File: src/rtl/seq_detect_pkg.sv
// Shared defaults and helpers for the programmable serial pattern detector.
package seq_detect_pkg;

  localparam int unsigned MAX_LEN_LIMIT = 32;

  localparam logic [MAX_LEN_LIMIT-1:0] DEF_PATTERN = 32'h0000_0006;
  localparam int unsigned              DEF_LEN     = 4;
  localparam logic                     DEF_OVERLAP = 1'b1;

  typedef enum logic {
    MODE_RESTART = 1'b0,
    MODE_OVERLAP = 1'b1
  } overlap_mode_e;

  // Low len bits set; callers truncate to their own pattern width.
  function automatic logic [MAX_LEN_LIMIT-1:0] len_mask(input int unsigned len);
    logic [MAX_LEN_LIMIT-1:0] m;
    m = '0;
    for (int unsigned i = 0; i < MAX_LEN_LIMIT; i++) begin
      if (i < len) m[i] = 1'b1;
    end
    return m;
  endfunction

  function automatic logic cfg_len_ok(input int unsigned len, input int unsigned max_len);
    return (len >= 1) && (len <= max_len);
  endfunction

endpackage

File: src/rtl/seq_sat_counter.sv
// Saturating up-counter with synchronous clear; holds at all-ones.
module seq_sat_counter #(
  parameter int unsigned CNT_W = 16
) (
  input  logic             clk,
  input  logic             rst_n,
  input  logic             inc_i,
  input  logic             clr_i,
  output logic [CNT_W-1:0] cnt_o
);

  logic [CNT_W-1:0] cnt_q;

  always_ff @(posedge clk or negedge rst_n) begin
    if (!rst_n) begin
      cnt_q <= '0;
    end else if (clr_i) begin
      cnt_q <= '0;
    end else if (inc_i && (cnt_q != '1)) begin
      cnt_q <= cnt_q + 1'b1;
    end
  end

  assign cnt_o = cnt_q;

endmodule

File: src/rtl/seq_detect_prog.sv
// Runtime-programmable serial pattern detector: history shift register,
// fill tracking, masked compare, registered match pulse and match counter.
module seq_detect_prog
  import seq_detect_pkg::*;
#(
  parameter int unsigned          MAX_LEN     = 8,
  parameter int unsigned          CNT_W       = 16,
  parameter logic [MAX_LEN-1:0]   DEF_PATTERN = MAX_LEN'(seq_detect_pkg::DEF_PATTERN),
  parameter int unsigned          DEF_LEN     = seq_detect_pkg::DEF_LEN,
  parameter logic                 DEF_OVERLAP = seq_detect_pkg::DEF_OVERLAP,
  localparam int unsigned         LEN_W       = $clog2(MAX_LEN + 1)
) (
  input  logic               clk,
  input  logic               rst_n,
  input  logic               clr,
  input  logic               cfg_we,
  input  logic [MAX_LEN-1:0] cfg_pattern,
  input  logic [LEN_W-1:0]   cfg_len,
  input  logic               cfg_overlap,
  output logic               cfg_err,
  input  logic               in_valid,
  input  logic               in,
  output logic               match,
  output logic [CNT_W-1:0]   match_cnt
);

  logic [MAX_LEN-1:0] hist_q, hist_d;
  logic [LEN_W-1:0]   fill_q, fill_d;
  logic [MAX_LEN-1:0] pat_q;
  logic [LEN_W-1:0]   len_q;
  overlap_mode_e      overlap_q;
  logic               match_q, cfg_err_q;

  logic [MAX_LEN-1:0] mask_cur, mask_cfg;
  logic               accept, cfg_ok, hit;

  always_comb begin
    mask_cur = MAX_LEN'(len_mask(32'(len_q)));
    mask_cfg = MAX_LEN'(len_mask(32'(cfg_len)));
    cfg_ok   = cfg_len_ok(32'(cfg_len), MAX_LEN);
    accept   = in_valid && !clr && !cfg_we;
    hist_d   = {hist_q[MAX_LEN-2:0], in};
    fill_d   = (fill_q == LEN_W'(MAX_LEN)) ? fill_q : fill_q + LEN_W'(1);
    hit      = accept && (fill_d >= len_q) && (((hist_d ^ pat_q) & mask_cur) == '0);
  end

  // clr outranks cfg_we, which outranks an accepted bit; a bit arriving
  // alongside either is dropped (accept is already low in that case).
  always_ff @(posedge clk or negedge rst_n) begin
    if (!rst_n) begin
      hist_q    <= '0;
      fill_q    <= '0;
      pat_q     <= DEF_PATTERN & MAX_LEN'(len_mask(DEF_LEN));
      len_q     <= LEN_W'(DEF_LEN);
      overlap_q <= overlap_mode_e'(DEF_OVERLAP);
      match_q   <= 1'b0;
      cfg_err_q <= 1'b0;
    end else begin
      match_q   <= hit;
      cfg_err_q <= cfg_we && !cfg_ok;
      if (clr || (cfg_we && cfg_ok)) begin
        hist_q <= '0;
        fill_q <= '0;
      end else if (accept) begin
        hist_q <= hist_d;
        fill_q <= (hit && (overlap_q == MODE_RESTART)) ? '0 : fill_d;
      end
      if (cfg_we && cfg_ok) begin
        pat_q     <= cfg_pattern & mask_cfg;
        len_q     <= cfg_len;
        overlap_q <= overlap_mode_e'(cfg_overlap);
      end
    end
  end

  seq_sat_counter #(
    .CNT_W (CNT_W)
  ) u_match_cnt (
    .clk   (clk),
    .rst_n (rst_n),
    .inc_i (hit),
    .clr_i (clr),
    .cnt_o (match_cnt)
  );

  assign match   = match_q;
  assign cfg_err = cfg_err_q;

endmodule

File: config.mk
export PLATFORM = sky130hd
export DESIGN_NAME = seq_detect_prog
export DESIGN_NICKNAME = d
export VERILOG_FILES = /design/src/rtl/seq_detect_pkg.sv /design/src/rtl/seq_sat_counter.sv /design/src/rtl/seq_detect_prog.sv
export SDC_FILE = /design/constraint.sdc
export NUM_CORES = 1
export LEC_CHECK = 0
export CAP_MARGIN = 20
export CORE_MARGIN = 2
export CORE_UTILIZATION = 53
export CTS_CLUSTER_SIZE = 14
export DETAILED_ROUTE_END_ITERATION = 6
export PLACE_DENSITY = 0.86
export SYNTH_ARGS = -nofsm -noshare
export SYNTH_HDL_FRONTEND = slang
export SYNTH_SLANG_ARGS = --single-unit
export TNS_END_PERCENT = 50
File: constraint.sdc
create_clock -name clk -period 2.8 [get_ports clk]
set_input_delay 0.56 -clock clk [delete_from_list [all_inputs] [get_ports clk]]
set_output_delay 0.56 -clock clk [all_outputs]
set_load 0.05 [all_outputs]
Word-level counts from Yosys, hierarchy flattened
Index checks and enable logic that the tools add are counted. W data, S select, Z words.

Equality and inequality tests: 2. Bitwise operators: 4. Mux-type cells: 24. Magnitude comparators: 19. Add/sub/neg operators: 2. Reduce and logical (&&, ||, !) cells: 16.

Operators by type and width (count): $lt A3 B4 Y1 const A (8); $mux W16 (2); $add A16 B1 Y16 const B (1); $and A8 B8 Y8 (2); $lt A1 B4 Y1 const A (4); $lt A2 B4 Y1 const A (4); $mux W1 (16); $mux W4 (4); $ne A16 B16 Y1 const B (1); $mux W7 (2); $logic_and A1 B1 Y1 (9); $logic_not A8 Y1 (1); $xor A8 B8 Y8 (1); $add A4 B1 Y4 const B (1); $eq A4 B4 Y1 const B (1); $ge A4 B1 Y1 const B (1); $ge A4 B4 Y1 (1); $le A4 B4 Y1 const B (1); $reduce_bool A2 Y1 (2); $logic_not A1 Y1 (3); $logic_or A1 B1 Y1 (1); $not A1 Y1 (1).

Output and inout bits: 18. Logic and storage cells: 75. Flip-flop bits (word level): 42. Bits of input ports: 19.

Logic depth before layout (Yosys ltp)
Gate-level depths: netlist of the first run.

Word-level depth: 9. Depth in mapped cells: 13. Gate-level depth less buffers: 13.

By module
From an unflattened synthesis of the first run, not the netlist that was laid out.

Cells, all modules: 254. Area, all modules: 2489.9 um^2.

Modules (own cells, without submodules): seq_detect_prog (sequential area each 655.6 um^2, times used 1, area each 1547.7 um^2, cells an instance 156); seq_sat_counter (sequential area each 400.4 um^2, times used 1, area each 942.2 um^2, cells an instance 98).

Least setup slack after synthesis of the first run
OpenSTA, ideal clock, no wires.

Path kind: register -> register. From: register fill_q[0]. To: register u_match_cnt.cnt_q[11], in the netlist u_match_cnt.cnt_o[11]. Data arrival time: 2348 ps. Path slack: 328 ps. Buffers on the path: 0. Setup time: 125 ps. Required time: 2675 ps. Clock period less this slack: 2472 ps. Cell stages (with the launch flop): 12. Cells stage by stage: dfrtp_1 -> inv_1 -> ha_1 -> nand2_1 -> nor2_1 -> xnor2_1 -> ha_1 -> o21ai_0 -> a221oi_4 -> nand4_4 -> nor4_1 -> mux2_2.

Word-level cells in the longest chain between the ends: 7. Elaborated cells on any way between the ends: 8. Classes of those cells: add/sub (1); order compare (1); eq/ne (1); mux (1); reduce/logical (4).

RTL lines: from (decl) (RTL line seq_detect_prog.sv:28) `logic [LEN_W-1:0] fill_q, fill_d;`; from (signal assigned) (RTL line seq_detect_prog.sv:66) `fill_q <= (hit && (overlap_q == MODE_RESTART)) ? '0 : fill_d;`; $add A4 B1 Y4 or $eq A4 B4 Y1 (tied branches) (RTL line seq_detect_prog.sv:43) `fill_d = (fill_q == LEN_W'(MAX_LEN)) ? fill_q : fill_q + LEN_W'(1);`; $mux W4 (*) (RTL line seq_detect_prog.sv:43); $ge A4 B4 Y1 (*) (RTL line seq_detect_prog.sv:44) `hit = accept && (fill_d >= len_q) && (((hist_d ^ pat_q) & mask_cur) == '0);`; $logic_and A1 B1 Y1 (*) (2 in series) (RTL line seq_detect_prog.sv:44); $logic_and A1 B1 Y1 (*) (RTL line seq_sat_counter.sv:19) `end else if (inc_i && (cnt_q != '1)) begin`; $reduce_bool A2 Y1 (no line) (*); to (signal assigned) (RTL line seq_sat_counter.sv:20) `cnt_q <= cnt_q + 1'b1;`; to (decl) (RTL line seq_sat_counter.sv:12) `logic [CNT_W-1:0] cnt_q;`.

Every way passes the cells marked *; elsewhere a longest branch is shown, timed or not. A chain may end at the register's enable or synchronous reset.

Worst setup path in the final report of the first run
From: register fill_q[0]. To: register u_match_cnt.cnt_q[5], in the netlist u_match_cnt.cnt_o[5].

Same word-level chain as after synthesis.

==> summary.md, run 1 <==
| Metric | Value |
|---|---|
| CTS tree | done |
| Max-Cap Viols | 0 |
| Gr ovfl total | 0 |
| Nets | slightly above 300 |
| Register Area | 0.00106 mm² |
| Sequential area share after synthesis | 0.454 |
| CTS hold repair buffers | 0 |
| Synthesized instance count | about 230 |
| Filler cells | around 280 |
| Initial Util | 0.542 |
| Die area | between 0.004 and 0.005 mm² |
| Critical path endpoint category | register |
| Final Hold Viols | 0 |
| Final non-filler cell area | 0.00304 mm² |
| Syn nets | between 200 and 300 |
| R2r startpoint | fill_q[0]$_DFFE_PN0P_ |
| Layout cells sized above 1 | 0.244 |
| Vias in the first global route | just under 2000 |
| Num ports | 37 |
| WL/cell | approximately 17 µm |
| Number of DRC markers in iteration 0 | roughly 250 |
| Period utilisation layout | 0.997 |
| First-pass GRT wire length | between 8 and 9 mm |
| Clock Sinks | between 40 and 50 |
| Vias | around 2100 |
| Yosys top cell area share | 0.409 |
| CTS max path bufs | 2 |
| Worst reg-to-reg setup slack | around 0.0084 ns |
| Row Count | 24 |
| Multi-input logic area | around 0.0013 mm² |
| CP Data Arrival Time | 3.01 ns |
| Ys async rst share | 1.00 |
| Ys Warns | 0 |
| Drt drc | 0 |
| Initial antenna violation count | 0 |
| Core area | 0.00429 mm² |
| IO buf count | 36 |
| Data required time of the critical path | 3.02 ns |
| Tightest Pin Transition | between 0.9 and 1 ns |
| Yosys cell types | 53 |
| CTS H-tree lvls | 2 |
| Pwr dens | approximately 440 mW/mm² |
| Pre-CTS setup slack | 0.0407 ns |
| Placed wire-length estimate | 3.73 mm |
| R2r endpoint | u_match_cnt.cnt_o[5]$_DFFE_PN0P_ |
| Largest net degree at the start of global routing | 43 |
| Worst Setup Slack, final | 0.00843 ns |
| Status | finished, final reports clean |
| Area contributors post-synth | dfrtp_1, dfstp_2, xnor2_1 |
| RD Place Congestion | between 0.7 and 0.8 |
| Yosys reg bits | 42 |
| Max-slew violations | 0 |
| Max Clk Rate | 0.358 GHz |
| DR pass1 iterations | 5 |
| Worst reg-to-reg path cell count | 12 |
| Commonest non-fill, non-tap cell in the layout | dfrtp_1 |
| Die height | around 70 µm |
| Yosys top cell by area | dfrtp_1 |
| Placed inst area | between 0.002 and 0.003 mm² |
| Gr usage total | 0.222 |
| Ys flop type | dfrtp_1 |
| Area growth syn-to-layout | 30.5% |
| Most frequent cells in the layout | dfrtp_1, clkdlybuf4s50_1, nand2_1, buf_4, o21ai_0 |
| Number of diodes | 0 |
| Vias per Instance | roughly 6.2 |
| Drt total wl | around 5.8 mm |
| P_leak | between 0.001 and 0.0015 µW |
| Clk_lat worst skew | roughly 0.30 ns |
| Peak VDD IR | roughly 0.00023 V |
| Post-synth EDFFs | 0 |
| Clk slew on worst S/H paths | 0.08 ns |
| Final setup viols | 0 |
| Die X | 70.3 µm |
| Crit path launch type | register |
| Clock Tree Root | clkbuf_8 |
| TritonCTS buffer count | 5 |
| Tmin final | about 2.8 ns |
| Rel. slew slack | 0.362 |
| Hold WC Path Type | primary input to asynchronous set/reset pin |
| Synth Cell Area | 0.00233 mm² |
| Mapped Avg Cell Area | roughly 10 µm² |
| ANT nets after route | 0 |
| Max FO, Critical Path | 5 |
| Setup Skew | about 0.0041 ns |
| Kind of critical path | register to register |
## power by group
group	total [µW]	leakage [µW]	switching, µW	internal (µW)
logic	243	0.000617	131	112
clock network	408	0.0000482	209	199
registers	696	0.000556	47.0	649
total	1350	0.00122	386	960
## final cells by class
class                           count  share of cell area
Tap cell                           52              0.0214
Multi-Input combinational cell    166               0.419
Inverter                           13              0.0173
Clock buffer                        7              0.0284
Timing Repair Buffer               54               0.164
Sequential cell                    42               0.348
Clock inverter                      1             0.00165
## cell usage after synthesis (3+ instances only)
cell type / count
nor3_1: 6
nand2_1: 17
or3_1: 5
mux2_2: 6
nor2b_1: 3
buf_2: 3
a32o_1: 3
nand3_1: 10
xnor2_1: 11
inv_1: 12
a22o_1: 8
o31ai_1: 4
or4_1: 3
nand4_1: 3
a21oi_1: 14
dfrtp_1: 38
o22ai_1: 4
clkbuf_1: 8
dfstp_2: 4
nor2_1: 9
o21ai_0: 19
ha_1: 7
## logic make-up after synthesis
family,count (synthesis),share of synthesized area
AO/OA/AOI/OAI,66,0.197
buffers and inverters,26,0.0484
flip-flops,42,0.454
XOR/XNOR,12,0.0452
AND/OR/NAND/NOR,72,0.181
adder cells (fa/ha/maj),7,0.0376
multiplexers,8,0.0376
## flip-flops by register name, summed over array words and instances (netlist names)
register           count
u_match_cnt.cnt_o     16
hist_q                 7
len_q                  4
fill_q                 4
match                  1
overlap_q              1
cfg_err                1
pat_q                  8
## worst max-delay path, cell delays in order, from the launching register on
cell      delay, ns
dfrtp_1        0.41
inv_2          0.05
ha_2           0.18
nand2_2        0.08
nor2_4         0.04
xnor2_2        0.15
ha_1           0.30
o21ai_2        0.08
a221oi_4       0.32
buf_4          0.18
nand4_4        0.17
or4_4          0.56
a21oi_2        0.17
## routing by layer
metal  wire (µm)  GRT usage  vias to the layer above
met1        2470      0.296                     1023
met3         262     0.0462                       14
li1            -          -                      956
met2        2980      0.364                       68
met4         127     0.0705                        0
met5           0          0                        -
## worst max path at each step
stage	start	to	depth (start not counted)
2_1_floorplan	fill_q[0]$_DFFE_PN0P_	u_match_cnt.cnt_o[11]$_DFFE_PN0P_	11
3_3_place_gp	fill_q[0]$_DFFE_PN0P_	u_match_cnt.cnt_o[4]$_DFFE_PN0P_	12
3_5_place_dp	fill_q[0]$_DFFE_PN0P_	u_match_cnt.cnt_o[3]$_DFFE_PN0P_	12
4_1_cts	fill_q[0]$_DFFE_PN0P_	u_match_cnt.cnt_o[3]$_DFFE_PN0P_	12
5_1_grt	fill_q[0]$_DFFE_PN0P_	u_match_cnt.cnt_o[5]$_DFFE_PN0P_	12
6_report	fill_q[0]$_DFFE_PN0P_	u_match_cnt.cnt_o[5]$_DFFE_PN0P_	12
## stage by stage
stage          utilization  cells  hold slack [ns]  TNS (ns)  power, µW
6_report             0.707    335            0.404         0       1350
2_1_floorplan            -    233            0.264         0        841
3_3_place_gp         0.641    317            0.475         0        907
5_1_grt              0.707    335            0.486    -0.270       1400
4_1_cts              0.662    325            0.436         0       1320
3_5_place_dp         0.641    317            0.485         0        920
## repair_timing
item / CTS / global route
gates resized for setup: 0 / 30
hold endpoints to repair: 0 / 0
endpoints found under the setup margin: 0 / 15
setup buffers: 0 / 9
(Power assumes the default switching activity.)
==> inputs of run 2 (changes only) <==
CAP_MARGIN = 5   (was 20)
==> results of run 2 <==
Final layout, timing and power as in run 1 (identical DEF).
==> inputs of run 3 (changes only) <==
CORE_MARGIN = unset   (was 2)
==> run 3 against run 2 <==
Effect of this change: global-route usage increased by 2.5 points; critical path depth unchanged; worst hold slack got worse by 0.0018 ns; clock skew is 0.0015 ns higher; first-iteration DRC count down 18%; largest power group unchanged.
==> summary.md, run 3 (same netlist as run 1, synthesis figures left out) <==
| Metric | Value |
|---|---|
| DR pass1 iterations | 4 (-1) |
| Max-slew violations | 0 (unchanged) |
| Placed wire-length estimate | 3.55 mm (-4.7%) |
| CTS tree | done |
| Die X | 68.3 µm (-2.8%) |
| Clock Tree Root | clkbuf_8 |
| Clock Sinks | 42 (unchanged) |
| Die height | 68.3 µm (-2.8%) |
| Layout cells sized above 1 | 0.178 (-0.0663) |
| Max stage delay on crit path | 0.40 ns (-0.16 ns) |
| Largest net degree at the start of global routing | 43 (unchanged) |
| Filler cells | 301 (+8.3%) |
| Crit path launch type | register |
| Max reg flops | 16 (unchanged) |
| Initial antenna violation count | 0 (unchanged) |
| Gr ovfl total | 0 (unchanged) |
| Max Clk Rate | 0.371 GHz (+3.7%) |
| Max FO, Critical Path | 8 (+3) |
| Non-filler instance count after layout | 326 (-2.7%) |
| CTS max path bufs | 2 (unchanged) |
| CTS H-tree lvls | 2 (unchanged) |
| Clk_lat worst skew | 0.29 ns (about the same) |
| Most common cell on crit path | ha_1 |
| P_leak | 0.00118 µW (-3.6%) |
| Period utilisation layout | 0.961 (-0.0356) |
| Nets | 302 (-1.9%) |
| Die area | 0.00466 mm² (-5.6%) |
| Area growth syn-to-layout | 24.7% |
| RD Place Congestion | 0.815 (+3.9%) |
| Slowest stage cell, crit path | dfrtp_1 |
| Clk slew on worst S/H paths | 0.08 ns (about the same) |
| TritonCTS buffer count | 5 (unchanged) |
| Rel. slew slack | 0.370 (+0.00769) |
| Row Count | 23 (-4.2%) |
| Setup Skew | 0.00556 ns (+0.00148 ns) |
| Num ports | 37 (unchanged) |
| Placed insts | 316 (-0.32%) |
| Final core occ | 0.705 (-0.00179) |
| Gr usage total | 0.247 (+0.0248) |
| Tmin final | 2.69 ns (-0.0997 ns) |
| Data required time of the critical path | 3.03 ns (about the same) |
| Crit path cell chain | inv_2 > ha_1 > nand2_1 > nor2_2 > xnor2_1 > ha_1 > o21ai_2 > a221oi_4 > nand4_4 > buf_6 > or3_1 > a21oi_2 |
| Tightest Pin Transition | 0.945 ns (-0.0115 ns) |
| Vias per Instance | 5.96 (-3.1%) |
| Vias | 1943 (-5.7%) |
| Pwr dens | 444 mW/mm² (+0.15%) |
| Number of DRC markers in iteration 0 | 201 (-18%) |
| Commonest non-fill, non-tap cell in the layout | dfrtp_1 |
| Hold WC Path Type | primary input to asynchronous set/reset pin |
| Final Hold Viols | 0 (unchanged) |
| Status | finished, final reports clean |
| Critical path endpoint category | register |
| Vias in the first global route | 1812 (-6.2%) |
| Peak VDD IR | 0.000324 V (+41%) |
| Number of diodes | 0 (unchanged) |
| Drt total wl | 5.29 mm (-9.5%) |
| Most frequent cells in the layout | dfrtp_1, clkdlybuf4s50_1, nand2_1, o21ai_0 |
| Max-Cap Viols | 0 (unchanged) |
| Core area | 0.00412 mm² (-4.2%) |
| Initial Util | 0.566 (+0.0236) |
| Kind of critical path | register to register |
| First-pass GRT wire length | 8.50 mm (-3.5%) |
| CP Data Arrival Time | 2.92 ns (-0.09 ns) |
| Drt drc | 0 (unchanged) |
| IO buf count | 36 (unchanged) |
| WL/cell | 16.2 µm (-7.0%) |
| Final setup viols | 0 (unchanged) |
| ANT nets after route | 0 (unchanged) |
run 3: cell types whose count changed in the layout (fill, tap and decap cells not counted), moves of 2 or more:
cell / previous run / this run
buf_4: 16 / 11
ha_1: 5 / 7
ha_2: 2 / 0
o21ai_0: 15 / 17
or3_1: 3 / 5
or3_4: 2 / 0
run 3: metal layers:
metal	global-route usage	part of all wire
met5	0	0
met4	0.0833	0.017
met3	0.0450	0.036
met2	0.368	0.48
met1	0.357	0.47
run 3: what timing repair did:
item | CTS | global route
endpoints found under the hold margin | 0 | 0
endpoints found under the setup margin | 3 | 17
hold buffers | 0 | 0
pin swaps | 0 | 3
resized for setup | 1 | 15
setup buffers | 0 | 3
run 3: final timing paths:
| path | from | end | slack, ns | depth (start not counted) |
|---|---|---|---|---|
| setup / recovery | fill_q[0]$_DFFE_PN0P_ | u_match_cnt.cnt_o[3]$_DFFE_PN0P_ | 0.11 | 12 |
| hold / removal | rst_n | pat_q[4]$_DFFE_PN0P_ | 0.40 | 1 |
| setup reg to reg | fill_q[0]$_DFFE_PN0P_ | u_match_cnt.cnt_o[3]$_DFFE_PN0P_ | 0.11 | 12 |
| hold reg to reg | pat_q[1]$_DFFE_PN1P_ | pat_q[1]$_DFFE_PN1P_ | 0.49 | 2 |
| max in group asynchronous | rst_n | u_match_cnt.cnt_o[6]$_DFFE_PN0P_ | 1.80 | 1 |
| min in group clk | pat_q[1]$_DFFE_PN1P_ | pat_q[1]$_DFFE_PN1P_ | 0.49 | 2 |
run 3: per-stage QoR:
stage	TNS [ns]	hold WS (ns)	setup slack, ns	total power, µW	area (µm²)
after global placement	0	0.477	0.182	909	2760
after floorplan	0	0.264	0.328	841	2330
after CTS	-0.0342	0.443	-0.0214	1290	2840
after global routing	-0.0242	0.482	-0.0145	1360	2900
final	0	0.403	0.108	1290	2900
after detailed placement	-0.0220	0.482	-0.0220	921	2760
run 3: critical path, delay by kind of cell, from the launching register on:
kind / cells / cell delay, ns
AND/OR/NAND/NOR: 4 / 0.74
AO/OA/AOI/OAI: 3 / 0.57
adder cells (fa/ha/maj): 2 / 0.50
flip-flops: 1 / 0.40
buffers and inverters: 2 / 0.26
XOR/XNOR: 1 / 0.15
run 3: power breakdown:
part | switching (µW) | internal (µW)
clock network | 201 | 172
registers | 44.8 | 649
logic | 116 | 107
run 3: area by class of cell:
cell class / instances / area [µm²] / area share
multi-input combinational: 165 / 1200 / 0.413
tap: 50 / 62.6 / 0.0216
sequential: 42 / 1060 / 0.364
inverter: 13 / 48.8 / 0.0168
clock buffer: 7 / 76.3 / 0.0263
timing repair buffer: 49 / 460 / 0.159
